## config.mk

```make
export PLATFORM = sky130hd
export DESIGN_NAME = aes_ct_collector
export DESIGN_NICKNAME = d
export VERILOG_FILES = /design/src/rtl/aes_ct_collector.sv
export SDC_FILE = /design/constraint.sdc
export NUM_CORES = 2
export LEC_CHECK = 0
export CORE_MARGIN = 2
export CORE_UTILIZATION = 53
export CTS_CLUSTER_SIZE = 16
export DETAILED_ROUTE_END_ITERATION = 7
export PLACE_DENSITY_LB_ADDON = 0.2
export SLEW_MARGIN = 30
export SYNTH_ARGS = -nofsm -noshare
export SYNTH_HDL_FRONTEND = slang
export SYNTH_SLANG_ARGS = --single-unit
```

## constraint.sdc

```tcl
create_clock -name clk -period 41.2 [get_ports clk]
set_input_delay 6.18 -clock clk [delete_from_list [all_inputs] [get_ports clk]]
set_output_delay 6.18 -clock clk [all_outputs]
set_load 0.02 [all_outputs]
```

## src/rtl/aes_ct_collector.sv

```systemverilog
// aes_ct_collector: captures cipher blocks strobed by the AES engine, tags them
// with block index / message id, buffers them in a show-ahead FIFO and replays
// them on a valid/ready stream. Blocks arriving while full are dropped and
// flagged on the sticky o_overflow.
// Optional build macro: CT_BYTE_SWAP_EN -- byte-reverse o_data on output.
module aes_ct_collector #(
  parameter int DEPTH    = 8,
  parameter int BYPASS_W = 289,
  parameter int ID_W     = 8,
  localparam int AW      = $clog2(DEPTH),
  localparam int PW      = AW + 1
) (
  input  logic                clk,
  input  logic                reset_n,
  input  logic                i_ct_valid,
  input  logic [127:0]        i_cipher_text,
  input  logic [BYPASS_W-1:0] i_bypass_text,
  input  logic                i_ct_last,
  output logic                o_valid,
  input  logic                i_ready,
  output logic [127:0]        o_data,
  output logic [BYPASS_W-1:0] o_bypass,
  output logic                o_last,
  output logic [15:0]         o_blk_idx,
  output logic [ID_W-1:0]     o_msg_id,
  output logic [PW-1:0]       o_level,
  output logic                o_overflow
);

  typedef struct packed {
    logic [127:0]        data;
    logic [BYPASS_W-1:0] byp;
    logic                last;
    logic [15:0]         idx;
    logic [ID_W-1:0]     id;
  } ent_t;

  ent_t            mem [DEPTH];
  ent_t            head;
  logic [PW-1:0]   wptr, rptr;
  logic [15:0]     wr_idx;
  logic [ID_W-1:0] wr_id;
  logic [1:0]      rst_sync;
  logic            run, empty, full, pop, push;

  // Reset release synchronizer; strobes are ignored until it has settled.
  always_ff @(posedge clk or negedge reset_n)
    if (!reset_n) rst_sync <= 2'b00;
    else          rst_sync <= {rst_sync[0], 1'b1};

  assign run   = rst_sync[1];
  assign empty = (wptr == rptr);
  assign full  = (wptr[AW] != rptr[AW]) && (wptr[AW-1:0] == rptr[AW-1:0]);
  assign pop   = !empty && i_ready;
  // A pop in the same cycle frees the slot, so a full FIFO can still accept.
  assign push  = run && i_ct_valid && (!full || pop);

  // Storage array; contents are don't-care until written, so no reset.
  always_ff @(posedge clk)
    if (push) mem[wptr[AW-1:0]] <= '{data: i_cipher_text, byp: i_bypass_text,
                                     last: i_ct_last, idx: wr_idx, id: wr_id};

  // Pointers, write-side tags and sticky overflow.
  always_ff @(posedge clk or negedge reset_n) begin
    if (!reset_n) begin
      wptr       <= '0;
      rptr       <= '0;
      wr_idx     <= '0;
      wr_id      <= '0;
      o_overflow <= 1'b0;
    end else begin
      if (pop) rptr <= rptr + 1'b1;
      if (push) begin
        wptr <= wptr + 1'b1;
        if (i_ct_last) begin
          wr_idx <= '0;
          wr_id  <= wr_id + 1'b1;
        end else if (wr_idx != 16'hFFFF) begin
          wr_idx <= wr_idx + 1'b1;
        end
      end else if (run && i_ct_valid) begin
        o_overflow <= 1'b1;
      end
    end
  end

  // Show-ahead head read.
  assign head      = mem[rptr[AW-1:0]];
  assign o_valid   = !empty;
  assign o_level   = wptr - rptr;
  assign o_bypass  = head.byp;
  assign o_last    = head.last;
  assign o_blk_idx = head.idx;
  assign o_msg_id  = head.id;

`ifdef CT_BYTE_SWAP_EN
  // Byte k of the stored block appears at byte 15-k of o_data.
  for (genvar k = 0; k < 16; k++) begin : g_swap
    assign o_data[8*k +: 8] = head.data[8*(15-k) +: 8];
  end
`else
  assign o_data = head.data;
`endif

endmodule

```

==> flow_metrics.env <==
export IMPL_outcome="finished, final reports clean"
export IMPL_swShare=0.315
export IMPL_path_cells="buf_16, buf_4, buf_4, buf_4, buf_6, mux4_2, nand2_1, nand2_1, clkdlybuf4s50_1"
export IMPL_hold_viol=0
export IMPL_r2r_slack_ns=33.96
export IMPL_clock_root_buffer="clkbuf_16"
export IMPL_htreeDepth=5
export IMPL_num_rows=185
export IMPL_min_period_ns=12.69
export IMPL_synth_common_cells="edfxtp_1 (3,536), nand2_1 (1,354), mux4_2 (884)"
export IMPL_crit_type="reg -> out"
export IMPL_grt_first_pass_wirelength_um=442000
export IMPL_ys_seq_area_frac=0.795
export IMPL_drt_iter0_markers=5917
export IMPL_wire_per_inst_um=27.6
export IMPL_preCtsSetupSlack_ns=28.87
export IMPL_grt_max_degree=145
export IMPL_ys_async_sr_fraction=0.00980
export IMPL_core_area_um2=253000
export IMPL_cp_common_cell="buf_4"
export IMPL_clock_fmax_mhz=78.8
export IMPL_synthTopCellsByArea="edfxtp_1 (79%), mux4_2 (15%), nand2_1 (3.8%)"
export IMPL_cp_end_kind="output port"
export IMPL_syn_to_final_growth_pct=17.7
export IMPL_cts_hold_buffers=0
export IMPL_final_core_util=0.625
export IMPL_peakVddDrop_v=0.0000656
export IMPL_p_int_mw=7.75
export IMPL_cp_arrival_ns=6.51
export IMPL_dp_hpwl_um=169000
export IMPL_antenna_found_initial=105
export IMPL_yosysUniqueCellTypes=45
export IMPL_critPathRequiredTime_ns=35.02
export IMPL_start_kind="flop"
export IMPL_routed_via_density=5.86
export IMPL_p_leak_nw=51.9
export IMPL_start_util=0.531
export IMPL_synth_top_area_cell="edfxtp_1"
export IMPL_die_area_um2=258000
export IMPL_cpPeakStageDelay_ns=0.85
export IMPL_ys_seq_elements=3571
export IMPL_setup_slack_ns=28.51
export IMPL_drt_total_wl_um=303000
export IMPL_vias=64300
export IMPL_power_density_nw_per_um2=71.4
export IMPL_yosys_warnings=0
export IMPL_drc=0
export IMPL_overflow=0
export IMPL_max_cap_violations=0
export IMPL_clock_power_share=0.277
export IMPL_portBuffers=869
export IMPL_gp_congestion=0.764
export IMPL_finalCritPeriodShare=0.308
export IMPL_rsz0062_at_grt="false"
export IMPL_fp_dieH_um=508
export IMPL_synth_ff_type="edfxtp_1"
export IMPL_setup_viol=0
export IMPL_p_seq_frac=0.388
export IMPL_worst_pin_slew_ns=1.06
export IMPL_grt_pass1_vias=65900
export IMPL_clkTransAtPathRegs_ns=0.06
export IMPL_synthCells=6239
export IMPL_synth_area_per_cell_um2=21.6
export IMPL_synth_edff_count=3536
export IMPL_clk_latency_ns=0.94
export IMPL_layout_nets=7724
export IMPL_post_cts_buffers=0
export IMPL_critPathMaxFanout=71
export IMPL_synth_top_cell_area_share=0.789
export IMPL_drive_gt1_frac=0.197
export IMPL_slew_viol_final=0
export IMPL_synthMostInstantiatedCell="edfxtp_1"
export IMPL_slowest_stage="buf_4"
export IMPL_syn_nets=6669
export IMPL_grt_usage=0.234
export IMPL_switchingPower_mw=3.57
export IMPL_cts_buffers=371
export IMPL_ant_nets=0
export IMPL_dr_pass1_iters=5
export IMPL_tns_ns=0
export IMPL_holdCritPathClass="reg -> reg"
export IMPL_die_w_um=508
export IMPL_netlist_area_um2=135000
export IMPL_io_pins=870
export IMPL_slew_headroom=0.294
export IMPL_cts_tree="done"
export IMPL_power_frac_comb=0.335
export IMPL_cts_resized=0
export IMPL_clockBufferDepth=4
export IMPL_cts_sinks=3571
export IMPL_fin_skew_ns=0.0860
export IMPL_crit_buf_inv=6
export IMPL_cp_top_family="buffers and inverters"
==> area by class of cell <==
| cell class | count | area [µm²] |
|---|---|---|
| antenna | 36 | 90.1 |
| clock buffer | 460 | 9660 |
| clock inverter | 189 | 1620 |
| fill | 17200 | 94900 |
| inverter | 9 | 41.3 |
| multi-input combinational | 2357 | 25900 |
| sequential | 3571 | 107000 |
| tap | 3366 | 4210 |
| timing repair buffer | 984 | 9920 |
==> sequential cells by signal, summed over array words and instances, names as in the netlist <==
signal,flops
wptr,4
wr_idx,16
rptr,4
mem,3536
o_overflow,1
rst_sync,2
wr_id,8
==> path summary, 6_finish.rpt <==
check | from | endpoint | depth (start not counted)
min in group asynchronous | reset_n | wr_id[7] | 1
hold / removal | rst_sync[0] | rst_sync[1] | 0
setup / recovery | rptr[1] | o_bypass[93] | 9
setup reg to reg | rptr[1] | mem[1][287] | 12
max in group asynchronous | reset_n | wr_idx[12] | 1
hold reg to reg | rst_sync[0] | rst_sync[1] | 0
==> logic make-up after synthesis <==
kind of cell               count (synthesis)  share of synthesized area
AOI/OAI and AO/OA                         27                    0.00146
xor gates and xnor gates                  16                    0.00110
adders and majority gates                  8                   0.000799
buffers and inverters                    311                     0.0127
DFF                                     3571                      0.795
muxes                                    889                      0.148
other                                      1                  0.0000279
and+or+nand+nor                         1416                     0.0405
==> power by group through the flow <==
stage          logic, mW  clock network, mW  registers [mW]
2_1_floorplan       2.34                  0            4.77
3_3_place_gp        3.80                  0            4.47
3_5_place_dp        3.82                  0            4.48
4_1_cts             3.84               3.19            4.40
5_1_grt             4.04               3.33            4.42
6_report            3.79               3.13            4.39
==> per-layer routing <==
layer / share of wire / up-vias / track usage / wire length (µm)
li1: - / 27400 / - / -
met1: 0.39 / 33900 / 0.315 / 119000
met2: 0.48 / 2267 / 0.361 / 145000
met3: 0.093 / 629 / 0.0743 / 28000
met4: 0.033 / 132 / 0.0848 / 9950
met5: 0.0027 / - / 0 / 830
==> through the flow <==
| stage | std cells | area [µm²] | power, mW | hold slack, ns |
|---|---|---|---|---|
| 6_report | 11000 | 159000 | 11.3 | 0.351 |
| 4_1_cts | 10900 | 158000 | 11.4 | 0.354 |
| 5_1_grt | 11000 | 159000 | 11.8 | 0.355 |
| 2_1_floorplan | 6239 | 135000 | 7.11 | 0.331 |
| 3_3_place_gp | 10300 | 147000 | 8.27 | 0.334 |
| 3_5_place_dp | 10300 | 147000 | 8.30 | 0.340 |
==> cell usage in the layout (no fill, tap or decap), drive strengths merged, types with 2 or more instances in the layout <==
master,synthesis,layout
diode,0,36
clkbuf,125,460
a21o,2,2
a21oi,10,10
nor2,7,7
nor4,5,5
and4,3,3
xor2,4,4
nand3,14,14
clkinv,0,150
or3,2,2
clkinvlp,0,3
mux2,4,4
nand4,6,6
edfxtp,3536,3536
bufinv,0,26
inv,9,19
buf,177,116
nor3,12,12
xnor2,12,12
nand3b,4,4
clkdlybuf4s50,0,868
nand2,1354,1354
ha,7,7
and3,5,5
mux4,884,884
dfrtp,35,35
o21ai,10,10
Power figures use the tool's default switching activity.
